<file path="src/rtl/riscv_ctrl_pkg.sv">
// Shared encodings for the multi-cycle RV64I control path: FSM states, opcodes,
// funct fields, ALU op codes, the decoder result and the control-strobe bundle.
package riscv_ctrl_pkg;

    typedef enum logic [2:0] {
        ST_FETCH  = 3'd0,
        ST_DECODE = 3'd1,
        ST_EXEC   = 3'd2,
        ST_MEM    = 3'd3,
        ST_WB     = 3'd4,
        ST_TRAP   = 3'd5
    } state_e;

    localparam logic [6:0] OPC_LOAD   = 7'b0000011;
    localparam logic [6:0] OPC_STORE  = 7'b0100011;
    localparam logic [6:0] OPC_OP     = 7'b0110011;
    localparam logic [6:0] OPC_BRANCH = 7'b1100011;

    localparam logic [2:0] F3_LDSD = 3'b011;
    localparam logic [2:0] F3_BEQ  = 3'b000;
    localparam logic [2:0] F3_ADD  = 3'b000;
    localparam logic [2:0] F3_AND  = 3'b111;
    localparam logic [2:0] F3_OR   = 3'b110;

    localparam logic [6:0] F7_BASE = 7'b0000000;
    localparam logic [6:0] F7_ALT  = 7'b0100000;

    localparam logic [1:0] ALU_ADD   = 2'b00;
    localparam logic [1:0] ALU_SUB   = 2'b01;
    localparam logic [1:0] ALU_FUNCT = 2'b10;

    typedef struct packed {
        logic is_ld;
        logic is_sd;
        logic is_rtype;
        logic is_beq;
        logic is_illegal;
    } dec_t;

    typedef struct packed {
        logic       mem_req;
        logic       mem_we;
        logic       addr_sel;
        logic       ir_we;
        logic       pc_we;
        logic       pc_sel;
        logic       reg_we;
        logic       wb_sel;
        logic       alu_src;
        logic [1:0] alu_op;
    } ctrl_t;

endpackage

</file>
<file path="src/rtl/riscv_main_decoder.sv">
// Combinational instruction classifier: recognises ld, sd, beq and the
// add/sub/and/or R-type subset; anything else is flagged illegal.
module riscv_main_decoder
    import riscv_ctrl_pkg::*;
(
    input  logic [31:0] instr,
    output dec_t        dec
);

    logic [6:0] opcode;
    logic [2:0] funct3;
    logic [6:0] funct7;
    logic       unused_fields;

    assign opcode = instr[6:0];
    assign funct3 = instr[14:12];
    assign funct7 = instr[31:25];
    // Register and immediate fields do not affect classification.
    assign unused_fields = ^{instr[24:15], instr[11:7]};

    // NOTE: every combinational output gets a default first so no latch is inferred.
    always_comb begin
        dec = '0;
        case (opcode)
            OPC_LOAD:   dec.is_ld  = (funct3 == F3_LDSD);
            OPC_STORE:  dec.is_sd  = (funct3 == F3_LDSD);
            OPC_BRANCH: dec.is_beq = (funct3 == F3_BEQ);
            OPC_OP: begin
                dec.is_rtype = ((funct3 == F3_ADD) && (funct7 == F7_BASE || funct7 == F7_ALT))
                            || ((funct3 == F3_AND || funct3 == F3_OR) && funct7 == F7_BASE);
            end
            default: ;
        endcase
        dec.is_illegal = !(dec.is_ld || dec.is_sd || dec.is_rtype || dec.is_beq);
    end

endmodule

</file>
<file path="src/rtl/multicycle_ctrl_fsm.sv">
// Main control FSM of the multi-cycle RV64I core: FETCH/DECODE/EXEC/MEM/WB with
// memory timeout and illegal-instruction traps plus a retired-instruction counter.
module multicycle_ctrl_fsm
    import riscv_ctrl_pkg::*;
#(
    parameter int MEM_TIMEOUT = 16,
    parameter int CNT_W       = 32
) (
    input  logic             clk,
    input  logic             rst_n,
    input  logic [31:0]      instr,
    input  logic             mem_ready,
    input  logic             alu_zero,
    output logic             mem_req,
    output logic             mem_we,
    output logic             addr_sel,
    output logic             ir_we,
    output logic             pc_we,
    output logic             pc_sel,
    output logic             reg_we,
    output logic             wb_sel,
    output logic             alu_src,
    output logic [1:0]       alu_op,
    output logic [2:0]       state,
    output logic             illegal,
    output logic             bus_err,
    output logic [CNT_W-1:0] retired
);

    localparam int WAIT_W = (MEM_TIMEOUT > 2) ? $clog2(MEM_TIMEOUT) : 1;
    localparam logic [WAIT_W-1:0] WAIT_LAST = WAIT_W'(MEM_TIMEOUT - 1);

    state_e            state_q, state_d;
    logic [WAIT_W-1:0] wait_q, wait_d;
    logic              illegal_q, illegal_d;
    logic              bus_err_q, bus_err_d;
    logic [CNT_W-1:0]  retired_q, retired_d;
    logic              retire;
    logic              timed_out;
    dec_t              dec;
    ctrl_t             ctrl;

    riscv_main_decoder u_decoder (
        .instr (instr),
        .dec   (dec)
    );

    assign timed_out = (wait_q == WAIT_LAST);

    always_comb begin
        state_d   = state_q;
        wait_d    = '0;
        illegal_d = illegal_q;
        bus_err_d = bus_err_q;
        ctrl      = '0;
        retire    = 1'b0;
        case (state_q)
            ST_FETCH: begin
                ctrl.mem_req = 1'b1;
                if (mem_ready) begin
                    ctrl.ir_we = 1'b1;
                    state_d    = ST_DECODE;
                end else if (timed_out) begin
                    state_d   = ST_TRAP;
                    bus_err_d = 1'b1;
                end else begin
                    wait_d = wait_q + WAIT_W'(1);
                end
            end
            ST_DECODE: begin
                if (dec.is_illegal) begin
                    state_d   = ST_TRAP;
                    illegal_d = 1'b1;
                end else begin
                    state_d = ST_EXEC;
                end
            end
            ST_EXEC: begin
                if (dec.is_rtype) begin
                    ctrl.alu_op = ALU_FUNCT;
                    state_d     = ST_WB;
                end else if (dec.is_ld || dec.is_sd) begin
                    ctrl.alu_src = 1'b1;
                    state_d      = ST_MEM;
                end else if (dec.is_beq) begin
                    ctrl.alu_op = ALU_SUB;
                    ctrl.pc_we  = 1'b1;
                    ctrl.pc_sel = alu_zero;
                    retire      = 1'b1;
                    state_d     = ST_FETCH;
                end else begin
                    state_d   = ST_TRAP;
                    illegal_d = 1'b1;
                end
            end
            ST_MEM: begin
                ctrl.mem_req  = 1'b1;
                ctrl.addr_sel = 1'b1;
                ctrl.mem_we   = dec.is_sd;
                if (mem_ready) begin
                    if (dec.is_sd) begin
                        ctrl.pc_we = 1'b1;
                        retire     = 1'b1;
                        state_d    = ST_FETCH;
                    end else begin
                        state_d = ST_WB;
                    end
                end else if (timed_out) begin
                    state_d   = ST_TRAP;
                    bus_err_d = 1'b1;
                end else begin
                    wait_d = wait_q + WAIT_W'(1);
                end
            end
            ST_WB: begin
                ctrl.reg_we = 1'b1;
                ctrl.wb_sel = dec.is_ld;
                ctrl.pc_we  = 1'b1;
                retire      = 1'b1;
                state_d     = ST_FETCH;
            end
            ST_TRAP: ;
            default: state_d = ST_TRAP;
        endcase
        // Strobes stay quiet while reset is held, even though the state reads FETCH.
        if (!rst_n) begin
            ctrl = '0;
        end
        retired_d = retire ? retired_q + CNT_W'(1) : retired_q;
    end

    // NOTE: sequential state uses non-blocking assignments so all flops update together.
    always_ff @(posedge clk or negedge rst_n) begin
        if (!rst_n) begin
            state_q   <= ST_FETCH;
            wait_q    <= '0;
            illegal_q <= 1'b0;
            bus_err_q <= 1'b0;
            retired_q <= '0;
        end else begin
            state_q   <= state_d;
            wait_q    <= wait_d;
            illegal_q <= illegal_d;
            bus_err_q <= bus_err_d;
            retired_q <= retired_d;
        end
    end

    assign mem_req  = ctrl.mem_req;
    assign mem_we   = ctrl.mem_we;
    assign addr_sel = ctrl.addr_sel;
    assign ir_we    = ctrl.ir_we;
    assign pc_we    = ctrl.pc_we;
    assign pc_sel   = ctrl.pc_sel;
    assign reg_we   = ctrl.reg_we;
    assign wb_sel   = ctrl.wb_sel;
    assign alu_src  = ctrl.alu_src;
    assign alu_op   = ctrl.alu_op;
    assign state    = state_q;
    assign illegal  = illegal_q;
    assign bus_err  = bus_err_q;
    assign retired  = retired_q;

endmodule

</file>
<file path="config.mk">
export PLATFORM = sky130hd
export DESIGN_NAME = multicycle_ctrl_fsm
export DESIGN_NICKNAME = d
export VERILOG_FILES = /design/src/rtl/riscv_ctrl_pkg.sv /design/src/rtl/riscv_main_decoder.sv /design/src/rtl/multicycle_ctrl_fsm.sv
export SDC_FILE = /design/constraint.sdc
export NUM_CORES = 1
export LEC_CHECK = 0
export CAP_MARGIN = 30
export CORE_ASPECT_RATIO = 1.25
export CORE_MARGIN = 4
export CORE_UTILIZATION = 40
export CTS_BUF_LIST = sky130_fd_sc_hd__clkbuf_16
export DETAILED_ROUTE_END_ITERATION = 6
export HOLD_SLACK_MARGIN = 0.02
export PLACE_DENSITY = 0.76
export SKIP_LAST_GASP = 1
export SYNTH_ARGS = -nofsm -noshare
export SYNTH_HDL_FRONTEND = slang
export SYNTH_HIERARCHICAL = 1
export SYNTH_SLANG_ARGS = --single-unit
</file>
<file path="constraint.sdc">
create_clock -name clk -period 2.28 [get_ports clk]
set_input_delay 0.456 -clock clk [delete_from_list [all_inputs] [get_ports clk]]
set_output_delay 0.456 -clock clk [all_outputs]
set_load 0.02 [all_outputs]
</file>
# Yosys cells after proc, flatten, opt, wreduce, memory -nomap -nowiden
# Cells that the tools add are included.
dict set report classes {
  n_addsub 2
  eq_ne 18
  mux 44
  n_bitwise 1
  reduce_logical 15
}
# operator n
set ops {}
lappend ops {{adder 32 x 1 -> 32 bit (second input constant)} 1}
lappend ops {{two-way mux 3 bit} 9}
lappend ops {{equality test 7 x 6 -> 1 bit (second input constant)} 3}
lappend ops {{two-way mux 1 bit} 21}
lappend ops {{case mux 3 bit (6 select lines)} 1}
lappend ops {{equality test 3 bit (second input constant)} 4}
lappend ops {{two-way mux 2 bit} 6}
lappend ops {{two-way mux 4 bit} 3}
lappend ops {{two-way mux 11 bit} 1}
lappend ops {{equality test 3 x 2 -> 1 bit (second input constant)} 3}
lappend ops {{!= test 2 bit (second input constant)} 4}
lappend ops {{equality test 7 x 2 -> 1 bit (second input constant)} 1}
lappend ops {{equality test 7 bit (second input constant)} 1}
lappend ops {{zero test 7 bit} 1}
lappend ops {{zero test 3 bit} 2}
lappend ops {{logical OR 1 bit} 6}
lappend ops {{case mux 1 bit (3 select lines)} 2}
lappend ops {{AND reduction 5 bit} 1}
lappend ops {{adder 4 x 1 -> 4 bit (second input constant)} 1}
lappend ops {{equality test 4 bit (second input constant)} 1}
lappend ops {{equality test 3 x 1 -> 1 bit (second input constant)} 1}
lappend ops {{AND reduction 3 bit} 1}
lappend ops {{logical AND 1 bit} 2}
lappend ops {{case mux 1 bit (2 select lines)} 1}
lappend ops {{other kinds (3)} 3}
dict set report totals {
  ff_bits 41
  inputBits 36
}

# Logic depth before layout (Yosys ltp)
# Gate-level depths: netlist (run 1).
dict set report logic_depth {
  depth_word 9
  depth_mapped 9
  depth_no_buf 8
}

# By module
# Netlist (run 1), hierarchy kept.
# module n_inst cells_each area_each_um2
set by_module_without_submodules {}
lappend by_module_without_submodules {multicycle_ctrl_fsm 1 200 2119.5}
lappend by_module_without_submodules {riscv_main_decoder 1 18 150.1}

# Least setup slack after synthesis (run 1)
# Ideal clock, no wire load.
dict set report synth_path {
  path_kind {input to output}
  startpoint {input instr[13]}
  endpoint {output pc_we}
  arrival_ns 1.929
  required_time_ns 1.824
  slack_ns -0.105
  cell_stages 5
  path_cell_list {or3b_1 nor4_4 nor3b_1 a32oi_4 a21oi_1}
}
# item line
set synth_rtl {}
lappend synth_rtl {{from (decl)} multicycle_ctrl_fsm.sv:11} ;# input logic [31:0] instr,
lappend synth_rtl {{to (decl)} multicycle_ctrl_fsm.sv:18} ;# output logic pc_we,

==> impl_metrics.tcl, run 1 <==
set metrics [dict create \
    finalHoldViolations 0 \
    setup_ws_ns -0.06593 \
    drc 0 \
    max-cap-violations 0 \
    ys_warn_count 6 \
    dp_hpwl_um 4278 \
    synth-edff-count 0 \
    r2r_slack_ns 0.28 \
    dieArea_um2 6951 \
    antenna_found_initial 0 \
    post_dp_cell_area_um2 3238 \
    io_buffers 68 \
    yosysSeqAreaShare 0.4520 \
    cts-root-buf "clkbuf_16" \
    diodes 0 \
    drt-pass1-iter-count 4 \
    violations "negative setup slack" \
    ioPinCount 84 \
    rows 30 \
    syn_nets 256 \
    hp-class "primary input to asynchronous set/reset pin" \
    crit_path_start_kind "primary input" \
    p_per_area_nw_per_um2 456.3 \
    hold_ws_ns 0.2593 \
    setup_viol 3 \
    path_max_fanout 2 \
    die_h_um 92.22 \
    fin_crit_ns 2.346 \
    reg2reg_to "retired[17]$_DFFE_PN0P_" \
    gp_congestion 0.8058 \
    grt_overflow_total 0 \
    syn_to_final_growth_pct 57.00 \
    ir_drop_mv 0.4239 \
    cts_buffers 5 \
    num_vias 2146 \
    synthCells 218 \
    core_um2 5480 \
    outcome "finished, violations left" \
    synth_top_cell_area_share 0.4520 \
    multi_input_area_um2 1286 \
    r2r-start "state[2]$_DFFE_PN0P_" \
    crit_type "primary input to output pin" \
    grt_max_degree 23 \
    nets 369 \
    synth_area_um2 2270 \
    start_util 0.4142 \
    synth_common_cells "dfrtp_1 (41), xnor2_1 (29), nand2_1 (21)" \
    cp-end-kind "output pin" \
    finalSetupTns_ns -0.1405 \
    synth_cell_types 51 \
    cts_num_sinks 41 \
    vias_per_cell 5.419 \
    grt_usage 0.1839 \
    ys.flop_type "dfrtp_1" \
    cp.arrival_ns 1.89 \
    tightest_slew_ns 0.4942 \
    drt_iter0_markers 144 \
    crit_path_frequent_cell "buf_4" \
    grt_pass1_vias 2150 \
    topRoutingLayerUsed "met4" \
    reg2reg_depth 8 \
    layout-drive-gt1-share 0.3133 \
    dr_wl_met2_um 3285 \
    maxSlewHeadroom 0.6683 \
    async_flop_share 1.000 \
    finalWirelength_um 6311 \
    required_ns 1.82 \
    fmax_mhz 426.3 \
    wl_per_cell_um 15.94 \
    die_w_um 75.38 \
    final_cell_area_um2 3563 \
    static-leakage-power_nw 1.584 \
    rsz0062_at_grt "yes" \
    max_stage_delay_ns 0.25 \
    crit_path_cell_trace "buf_2 -> nor4_1 -> and4b_1 -> and3_4 -> nor4b_4 -> buf_4 -> a32oi_4 -> a21oi_2 -> buf_4" \
    path_clk_slew_ns 0.06 \
    crit_slowest_cell "nor4_1" \
    synth_top_area_cell "dfrtp_1" \
    synth.most_common_cell "dfrtp_1" \
    ff_latch_area_um2 1026 \
    wl_met3_um 421 \
    cts_hold_buf 0 \
    slew_viol_final 0 \
    ctsLongestPathBuffers 2 \
    clk_latency_ns 0.28 \
    postSynthAreaPerCell_um2 10.41 \
    final_util 0.6502 \
    power.total_mw 1.626 \
    cts_tree "built" \
    detail-route-antenna-nets 0 \
    h-tree-depth 2 \
    fillers 439 \
    period_share 1.029 \
    grt_first_pass_wirelength_um 9984 \
    drt-met1-wl_um 2435 \
    ys_top_cells_by_area "dfrtp_1 (45%), xnor2_1 (11%), and3_1 (3.6%)" \
    ys_ff_latch 41 \
    fin_skew_ns 0.004635 \
]
## cell type report
type	instances	share of cell area
Timing Repair Buffer	113	0.2788
Multi-Input combinational cell	166	0.3610
Tap cell	64	0.02247
Sequential cell	41	0.2879
Inverter	4	0.004213
Clock inverter	3	0.01053
Clock buffer	5	0.03511
## registers in the layout, summed over array words and instances, names as in the netlist
register and cells:
state 3, wait_q 4, illegal 1, retired 32, bus_err 1
## worst max-delay path, delay by kind of cell
family,cells,cell delay [ns]
AO/OA/AOI/OAI,2,0.25
buffers and inverters,3,0.41
AND/OR/NAND/NOR,4,0.77
## metal layers
layer  up-vias  global-route usage
met2        78              0.3170
li1       1014                   -
met4         0             0.06268
met5         -                   0
met3        17             0.03618
met1      1037              0.2220
## where the power goes
part,switching [mW],internal (mW),leakage (nW)
logic,0.0589,0.0557,0.949
registers,0.00745,0.735,0.553
clock network,0.261,0.508,0.0826
## per-stage QoR
stage               std cells  setup slack, ns
floorplan                 218         -0.02311
global placement          372          -0.8641
detailed placement        372          -0.8896
CTS                       393         -0.05711
global route              396          -0.1433
finish                    396         -0.06593
## repair_timing
| action | 4_1_cts | 5_1_grt |
|---|---|---|
| buffers inserted | 14 | 4 |
| pin swaps | 18 | 9 |
| gates resized for setup | 113 | 20 |
| setup endpoints to repair | 43 | 28 |
## logic make-up after synthesis
family	count (synthesis)	synth area share
adders and majority gates	2	0.01102
buffers and inverters	11	0.02535
xor gates and xnor gates	32	0.1235
DFF	41	0.4520
and+or+nand+nor	106	0.2916
AOI/OAI and AO/OA	25	0.09152
muxes	1	0.004961
## worst max-delay path by stage
stage / from / end / depth (start not counted)
finish: instr[26] / pc_we / 9
global route: instr[26] / pc_we / 9
CTS: instr[27] / pc_we / 9
detailed placement: instr[6] / pc_we / 8
global placement: instr[6] / pc_we / 8
floorplan: instr[2] / pc_we / 6
## cells in the final DEF (no fill, tap or decap), drive strengths merged, types with 2 or more instances in the layout
cell type / instances
nand3: 13
ha: 2
nor4: 4
and3: 13
nand4: 13
o21ai: 6
nor2b: 3
nand4b: 3
nor2: 13
and2: 6
a21oi: 6
clkbuf: 6
xor2: 3
or2: 2
nor4b: 2
xnor2: 29
nor3b: 2
buf: 68
inv: 5
dfrtp: 41
and4: 3
clkdlybuf4s50: 39
nand2: 21
a211oi: 2
dlygate4sd2: 4
nor3: 2
(Power assumes the default switching activity.)
==> run 2: changes to the inputs <==
- CAP_MARGIN: 30 -> 10
==> results of run 2 <==
Final layout, timing and power as in run 1 (identical DEF).
